**src/rtl/serial_frame_rx_pkg.sv**
```systemverilog
// Shared types and defaults for the serial frame receiver.
package serial_frame_rx_pkg;

  typedef enum logic [2:0] {
    S_IDLE,
    S_START,
    S_DATA,
    S_PARITY,
    S_STOP,
    S_BREAK
  } rx_state_t;

  localparam logic IDLE_LVL         = 1'b1;
  localparam int   DEF_DATA_W       = 8;
  localparam int   DEF_CLKS_PER_BIT = 16;

endpackage

```
**src/rtl/serial_frame_rx_fifo.sv**
```systemverilog
// Synchronous word FIFO with registered read port; DEPTH must be a power of 2 (>=2).
module rx_fifo #(
  parameter int DATA_W = 8,
  parameter int DEPTH  = 4
) (
  input  logic              clk,
  input  logic              rst,
  input  logic              i_push,
  input  logic [DATA_W-1:0] i_din,
  input  logic              i_pop,
  output logic [DATA_W-1:0] o_rd_data,
  output logic              o_empty,
  output logic              o_full,
  output logic              o_drop
);
  localparam int AW = $clog2(DEPTH);

  logic [DATA_W-1:0] r_mem [DEPTH];
  logic [AW-1:0]     r_wptr, r_rptr;
  logic [AW:0]       r_cnt;
  logic              w_pop, w_wr;

  assign o_empty = (r_cnt == '0);
  assign o_full  = (r_cnt == (AW+1)'(DEPTH));
  assign w_pop   = i_pop && !o_empty;
  // A pop in the same cycle frees the slot, so a push into a full FIFO still lands.
  assign w_wr    = i_push && (!o_full || w_pop);
  assign o_drop  = i_push && !w_wr;

  always_ff @(posedge clk)
    if (w_wr) r_mem[r_wptr] <= i_din;

  always_ff @(posedge clk or negedge rst) begin
    if (!rst) begin
      r_wptr    <= '0;
      r_rptr    <= '0;
      r_cnt     <= '0;
      o_rd_data <= '0;
    end else begin
      if (w_wr) r_wptr <= r_wptr + 1'b1;
      if (w_pop) begin
        r_rptr    <= r_rptr + 1'b1;
        o_rd_data <= r_mem[r_rptr];
      end
      case ({w_wr, w_pop})
        2'b10:   r_cnt <= r_cnt + 1'b1;
        2'b01:   r_cnt <= r_cnt - 1'b1;
        default: r_cnt <= r_cnt;
      endcase
    end
  end
endmodule

```
**src/rtl/serial_frame_rx.sv**
```systemverilog
// Serial frame receiver: synchroniser, bit timing, framing FSM and word FIFO.
// Define PARITY_EN to expect an even-parity bit between the data and stop bits.
module serial_frame_rx
  import serial_frame_rx_pkg::*;
#(
  parameter int DATA_W       = DEF_DATA_W,
  parameter int CLKS_PER_BIT = DEF_CLKS_PER_BIT,
  parameter int FIFO_DEPTH   = 4
) (
  input  logic              clk,
  input  logic              rst,
  input  logic              si,
  input  logic              rd_en,
  output logic [DATA_W-1:0] rd_data,
  output logic              empty,
  output logic              full,
  output logic              frame_err,
  output logic              overrun,
  output logic              parity_err
);
  localparam int CW = $clog2(CLKS_PER_BIT);
  localparam int BW = $clog2(DATA_W + 1);

  rx_state_t         r_state;
  logic              r_si_meta, r_si_s;
  logic [CW-1:0]     r_cnt;
  logic [BW-1:0]     r_bit;
  logic [DATA_W-1:0] r_shift;
  logic              r_frame_err, r_overrun;
  logic              w_half, w_full_bit, w_stop_smp, w_push, w_drop, w_par_bad;

  always_ff @(posedge clk or negedge rst) begin
    if (!rst) begin
      r_si_meta <= IDLE_LVL;
      r_si_s    <= IDLE_LVL;
    end else begin
      r_si_meta <= si;
      r_si_s    <= r_si_meta;
    end
  end

  assign w_half     = (r_cnt == CW'(CLKS_PER_BIT/2 - 1));
  assign w_full_bit = (r_cnt == CW'(CLKS_PER_BIT - 1));
  assign w_stop_smp = (r_state == S_STOP) && w_full_bit;
  assign w_push     = w_stop_smp && r_si_s && !w_par_bad;

`ifdef PARITY_EN
  logic r_par_bad, r_parity_err;
  assign w_par_bad  = r_par_bad;
  assign parity_err = r_parity_err;
`else
  assign w_par_bad  = 1'b0;
  assign parity_err = 1'b0;
`endif

  always_ff @(posedge clk or negedge rst) begin
    if (!rst) begin
      r_state     <= S_IDLE;
      r_cnt       <= '0;
      r_bit       <= '0;
      r_shift     <= '0;
      r_frame_err <= 1'b0;
      r_overrun   <= 1'b0;
`ifdef PARITY_EN
      r_par_bad    <= 1'b0;
      r_parity_err <= 1'b0;
`endif
    end else begin
      r_frame_err <= 1'b0;
      r_overrun   <= w_drop;
`ifdef PARITY_EN
      r_parity_err <= w_stop_smp && r_par_bad;
`endif
      case (r_state)
        S_IDLE:
          if (!r_si_s) begin
            r_state <= S_START;
            r_cnt   <= '0;
          end
        // Re-check the line at mid start bit so short glitches are ignored.
        S_START:
          if (w_half) begin
            r_cnt   <= '0;
            r_bit   <= '0;
            r_state <= r_si_s ? S_IDLE : S_DATA;
`ifdef PARITY_EN
            r_par_bad <= 1'b0;
`endif
          end else r_cnt <= r_cnt + 1'b1;
        S_DATA:
          if (w_full_bit) begin
            r_cnt   <= '0;
            r_shift <= {r_si_s, r_shift[DATA_W-1:1]};
            r_bit   <= r_bit + 1'b1;
            if (r_bit == BW'(DATA_W - 1))
`ifdef PARITY_EN
              r_state <= S_PARITY;
`else
              r_state <= S_STOP;
`endif
          end else r_cnt <= r_cnt + 1'b1;
`ifdef PARITY_EN
        S_PARITY:
          if (w_full_bit) begin
            r_cnt     <= '0;
            r_par_bad <= r_si_s ^ (^r_shift);
            r_state   <= S_STOP;
          end else r_cnt <= r_cnt + 1'b1;
`endif
        S_STOP:
          if (w_full_bit) begin
            r_cnt <= '0;
            if (r_si_s) r_state <= S_IDLE;
            else begin
              r_frame_err <= 1'b1;
              r_state     <= S_BREAK;
            end
          end else r_cnt <= r_cnt + 1'b1;
        // Held-low line must go high before another start can be detected.
        S_BREAK:
          if (r_si_s) r_state <= S_IDLE;
        default: r_state <= S_IDLE;
      endcase
    end
  end

  assign frame_err = r_frame_err;
  assign overrun   = r_overrun;

  rx_fifo #(.DATA_W(DATA_W), .DEPTH(FIFO_DEPTH)) u_fifo (
    .clk       (clk),
    .rst       (rst),
    .i_push    (w_push),
    .i_din     (r_shift),
    .i_pop     (rd_en),
    .o_rd_data (rd_data),
    .o_empty   (empty),
    .o_full    (full),
    .o_drop    (w_drop)
  );
endmodule

```
**config.mk**
```make
export PLATFORM = sky130hd
export DESIGN_NAME = serial_frame_rx
export DESIGN_NICKNAME = d
export VERILOG_FILES = /design/src/rtl/serial_frame_rx_pkg.sv /design/src/rtl/serial_frame_rx_fifo.sv /design/src/rtl/serial_frame_rx.sv
export SDC_FILE = /design/constraint.sdc
export NUM_CORES = 1
export LEC_CHECK = 0
export BUFFER_PORTS_ARGS = -buffer_cell sky130_fd_sc_hd__buf_2
export CORE_MARGIN = 8
export CORE_UTILIZATION = 35
export DETAILED_ROUTE_END_ITERATION = 8
export GPL_TIMING_DRIVEN = 0
export PLACE_DENSITY = 0.61
export RECOVER_POWER = 25
export SKIP_CTS_REPAIR_TIMING = 1
export SYNTH_ARGS = -nofsm -noshare
export SYNTH_HDL_FRONTEND = slang
export SYNTH_SLANG_ARGS = --single-unit
```
**constraint.sdc**
```tcl
create_clock -name clk -period 2.4 [get_ports clk]
set_input_delay 0.48 -clock clk [delete_from_list [all_inputs] [get_ports clk]]
set_output_delay 0.48 -clock clk [all_outputs]
set_load 0.05 [all_outputs]
```
==> results.rst <==
.. list-table::
   :header-rows: 1

   * - Metric
     - Value
   * - RSZ-0062 raised after global routing
     - yes
   * - Endpoint of the lowest-slack register-to-register path
     - u_fifo.r_cnt[2]
   * - Placer Congestion
     - 0.8122
   * - Utilization of the core after routing
     - 41.05%
   * - Setup Total Neg Slack
     - 0 ns
   * - Switching power as a share of total power
     - 35.06%
   * - Cell type contributing the most total cell area after synthesis
     - sky130_fd_sc_hd__edfxtp_1
   * - Via density per instance
     - 4.884
   * - # diodes
     - 0
   * - Min-Delay Path Class
     - in2reg
   * - Floorplan die area
     - 11930 µm²
   * - Cells on worst reg2reg path
     - 10
   * - Required time of the worst setup path
     - 2.65 ns
   * - Distinct cells, synth
     - 51
   * - Rows
     - 34
   * - Width of the chip
     - 109.2 µm
   * - Relative slew slack
     - 43.25%
   * - Synthesis-to-layout area growth
     - 15.91%
   * - Category of the worst setup path capture point
     - flop
   * - Combinational Power Share
     - 30.6%
   * - Critical path, cell by cell
     - or4b_4 -> and4_1 -> buf_6 -> inv_1 -> ha_2 -> inv_1 -> fa_2 -> xor2_1 -> nor2_1 -> xor2_1
   * - Buf+Inv Stages, Crit Path
     - 3
   * - Post-synthesis cell count
     - 220
   * - CTS max path bufs
     - 2
   * - Sink count of the clock tree
     - 70
   * - Max-slew violation count
     - 0
   * - Crit path from
     - u_fifo.r_cnt[0]
   * - Final layout net count
     - 262
   * - Floorplan die height
     - 109.2 µm
   * - Reg-to-reg setup timing slack
     - 0.02 ns
   * - Sequential share of the synthesized area
     - 62.91%
   * - VDD IR max
     - 0.4346 mV
   * - Critical Path Sink
     - u_fifo.r_cnt[2]
   * - Register share of total power
     - 43.0%
   * - Maximum number of pins on one net before global-route repair
     - 39
   * - ANT nets after route
     - 0
   * - DRC
     - 0
   * - Post-synth EDFFs
     - 32
   * - Routed len/inst
     - 14.41 µm
   * - Global-route total usage across every layer
     - 9.136%
   * - Register clock-pin slew on the reported worst setup and hold paths
     - 0.07 ns
   * - Largest delay contributor family on the critical path
     - simple AND/OR/NAND/NOR gates
   * - Switching power total
     - 1.386 mW
   * - Seq cells post-synth
     - 70
   * - Leakage power summed over all cells
     - 1.415 nW
   * - Number of maximum-capacitance constraint violations
     - 0
   * - Drt initial violations
     - 97
   * - Total iterations of the first detailed-routing run
     - 4
   * - Worst Tran Pin Value
     - 0.8512 ns
   * - Final setup fails
     - 0
   * - Most used flip-flop cell after synthesis
     - sky130_fd_sc_hd__dfrtp_1
   * - H-tree depth reported by CTS
     - 3
   * - Total Wirelength
     - 5231 µm
   * - Cells taking the most area after synthesis
     - sky130_fd_sc_hd__edfxtp_1, sky130_fd_sc_hd__dfrtp_1, sky130_fd_sc_hd__mux4_2, sky130_fd_sc_hd__nand2_1, sky130_fd_sc_hd__mux2_2
   * - Slowest stage cell, crit path
     - sky130_fd_sc_hd__or4b_4
   * - HPWL after detailed placement
     - 3419 µm
   * - Overall overflow remaining after global route
     - 0
   * - Wire length of the first global-routing pass
     - 8431 µm
   * - Kind of launch point of the worst setup path
     - flop
   * - Critical path peak fanout
     - 3
   * - Number of hold violations in the final report
     - 0
   * - Setup skew after layout
     - 0.01373 ns
   * - Initial Utilization
     - 35.41%
   * - TritonCTS clock tree
     - yes
   * - CP Depth
     - 10
   * - Delay of the slowest cell on the worst path
     - 0.54 ns
   * - Std-Cell Core Area
     - 8593 µm²
   * - Clock power share
     - 26.4%
   * - Number of warning messages in the yosys log
     - 0
   * - Via count of the first global-routing pass
     - 1726
   * - Worst r2r src
     - u_fifo.r_cnt[0]
   * - Filler Cell Count
     - 809
   * - Mapped Area
     - 3043 µm²
   * - Clock insertion delay at the later pin of the skew report
     - 0.34 ns
   * - Share of flip-flops with an asynchronous set or reset
     - 54.29%
   * - Internal power summed over all cells
     - 2.567 mW
   * - Critical path start-end classification
     - reg2reg
   * - Fraction of post-synthesis cell area in the top cell type by area
     - 31.58%
   * - DR vias
     - 1773
   * - Synthesized net count
     - 232
   * - Number of buffer cells added on primary ports
     - 15
   * - Average size of a mapped cell
     - 13.83 µm²
   * - Layout cells sized above 1
     - 28.24%
   * - Run status
     - finished, final reports clean
   * - Antenna violations before repair
     - 0
   * - Period minus WS final
     - 2.383 ns
   * - Fmax
     - 419.7 MHz
   * - WP data arrival
     - 2.64 ns
   * - Power density over the cells
     - 1121 nW/µm²
   * - Cts bufs inserted
     - 9
   * - Count of pins on the block boundary
     - 17
   * - Crit share post-route
     - 99.28%
   * - CTS Root Buffer Type
     - sky130_fd_sc_hd__clkbuf_8
registers in the layout, summed over array words and instances, names as in the netlist, 2 cells and up:
| signal | flops |
|---|---|
| u_fifo.r_rptr | 2 |
| r_bit | 4 |
| r_shift | 8 |
| r_state | 3 |
| u_fifo.r_wptr | 2 |
| r_cnt | 4 |
| u_fifo.r_cnt | 3 |
| u_fifo.o_rd_data | 8 |
| u_fifo.r_mem | 32 |
cell type report:
cell class / count / area [µm²] / share of cell area [%]
buffer: 10 / 51.30 / 1.454
inverter: 10 / 37.54 / 1.064
tap: 108 / 135.1 / 3.831
clock buffer: 10 / 127.6 / 3.618
multi-input combinational: 130 / 1060 / 30.05
clock inverter: 6 / 93.84 / 2.661
timing repair buffer: 19 / 105.1 / 2.980
sequential: 70 / 1917 / 54.35
routing by layer:
layer	wire length, µm	part of all wire [%]	track usage [%]	vias up
met2	2459	47	13.73	36
met5	0	0	0	-
li1	-	-	-	860
met1	2435	47	11.91	866
met3	221	4.2	1.478	11
met4	115	2.2	6.172	0
power by group through the flow:
stage | clock network [mW] | logic [mW] | registers, mW
2_1_floorplan | 0 | 0.698 | 1.90
3_3_place_gp | 0 | 1.15 | 1.71
3_5_place_dp | 0 | 1.16 | 1.72
4_1_cts | 1.07 | 1.16 | 1.69
5_1_grt | 1.12 | 1.32 | 1.73
6_report | 1.04 | 1.21 | 1.70
Yosys cell counts, types with 3 or more instances:
cell type and count:
sky130_fd_sc_hd__a21oi_1 4, sky130_fd_sc_hd__and2_2 4, sky130_fd_sc_hd__clkbuf_1 6, sky130_fd_sc_hd__dfrtp_1 36, sky130_fd_sc_hd__edfxtp_1 32, sky130_fd_sc_hd__ha_1 7, sky130_fd_sc_hd__inv_1 9, sky130_fd_sc_hd__mux2_2 9
sky130_fd_sc_hd__mux4_2 8, sky130_fd_sc_hd__nand2_1 28, sky130_fd_sc_hd__nand3_1 6, sky130_fd_sc_hd__nand3b_1 3, sky130_fd_sc_hd__nor2_1 5, sky130_fd_sc_hd__nor2b_1 4, sky130_fd_sc_hd__o21ai_0 7, sky130_fd_sc_hd__o31ai_1 4
sky130_fd_sc_hd__xnor2_1 4, sky130_fd_sc_hd__xor2_1 3
metrics by stage:
step	cells	power (mW)	hold WS [ns]	setup WS (ns)	area [µm²]
3_3_place_gp	343	2.860	0.3497	-0.1907	3253
6_report	363	3.953	0.2376	0.01730	3527
2_1_floorplan	220	2.595	0.1844	0.04555	3043
4_1_cts	359	3.924	0.2234	-0.1269	3475
5_1_grt	363	4.167	0.2248	-0.05747	3527
3_5_place_dp	343	2.879	0.3492	-0.2056	3253
kinds of logic after synthesis:
group	count (synthesis)	synth area share, %
flops	70	62.91
xor+xnor	7	2.015
fa+ha+maj	9	3.865
simple gates	66	11.47
mux	20	10.40
compound gates	27	6.291
other cells	1	0.1232
buf+inv	20	2.919
cells in the final DEF, fill, tap and decap left out, types with 3 or more instances in the layout:
cell type,instances
sky130_fd_sc_hd__dfrtp_1,34
sky130_fd_sc_hd__edfxtp_1,32
sky130_fd_sc_hd__nand2_1,28
sky130_fd_sc_hd__buf_2,17
sky130_fd_sc_hd__inv_1,9
sky130_fd_sc_hd__mux2_2,9
sky130_fd_sc_hd__clkbuf_8,9
sky130_fd_sc_hd__mux4_2,8
sky130_fd_sc_hd__clkbuf_1,7
sky130_fd_sc_hd__o21ai_0,7
sky130_fd_sc_hd__nand3_1,6
sky130_fd_sc_hd__nor2_1,5
sky130_fd_sc_hd__ha_1,5
sky130_fd_sc_hd__buf_4,5
sky130_fd_sc_hd__nor2b_1,4
sky130_fd_sc_hd__and2_2,4
sky130_fd_sc_hd__xnor2_1,4
sky130_fd_sc_hd__a21oi_1,4
sky130_fd_sc_hd__o31ai_1,4
sky130_fd_sc_hd__xor2_1,3
sky130_fd_sc_hd__nand3b_1,3
how the worst min path moves through the flow:
stage                    from        end  slack [ns]  cells after the start
detailed placement  r_si_meta     r_si_s        0.35                      0
global route               si  r_si_meta        0.22                      1
CTS                        si  r_si_meta        0.22                      1
finish                     si  r_si_meta        0.24                      1
global placement    r_si_meta     r_si_s        0.35                      0
floorplan                 rst  frame_err        0.18                      0
Note: power is estimated with default switching activity, not from simulation.
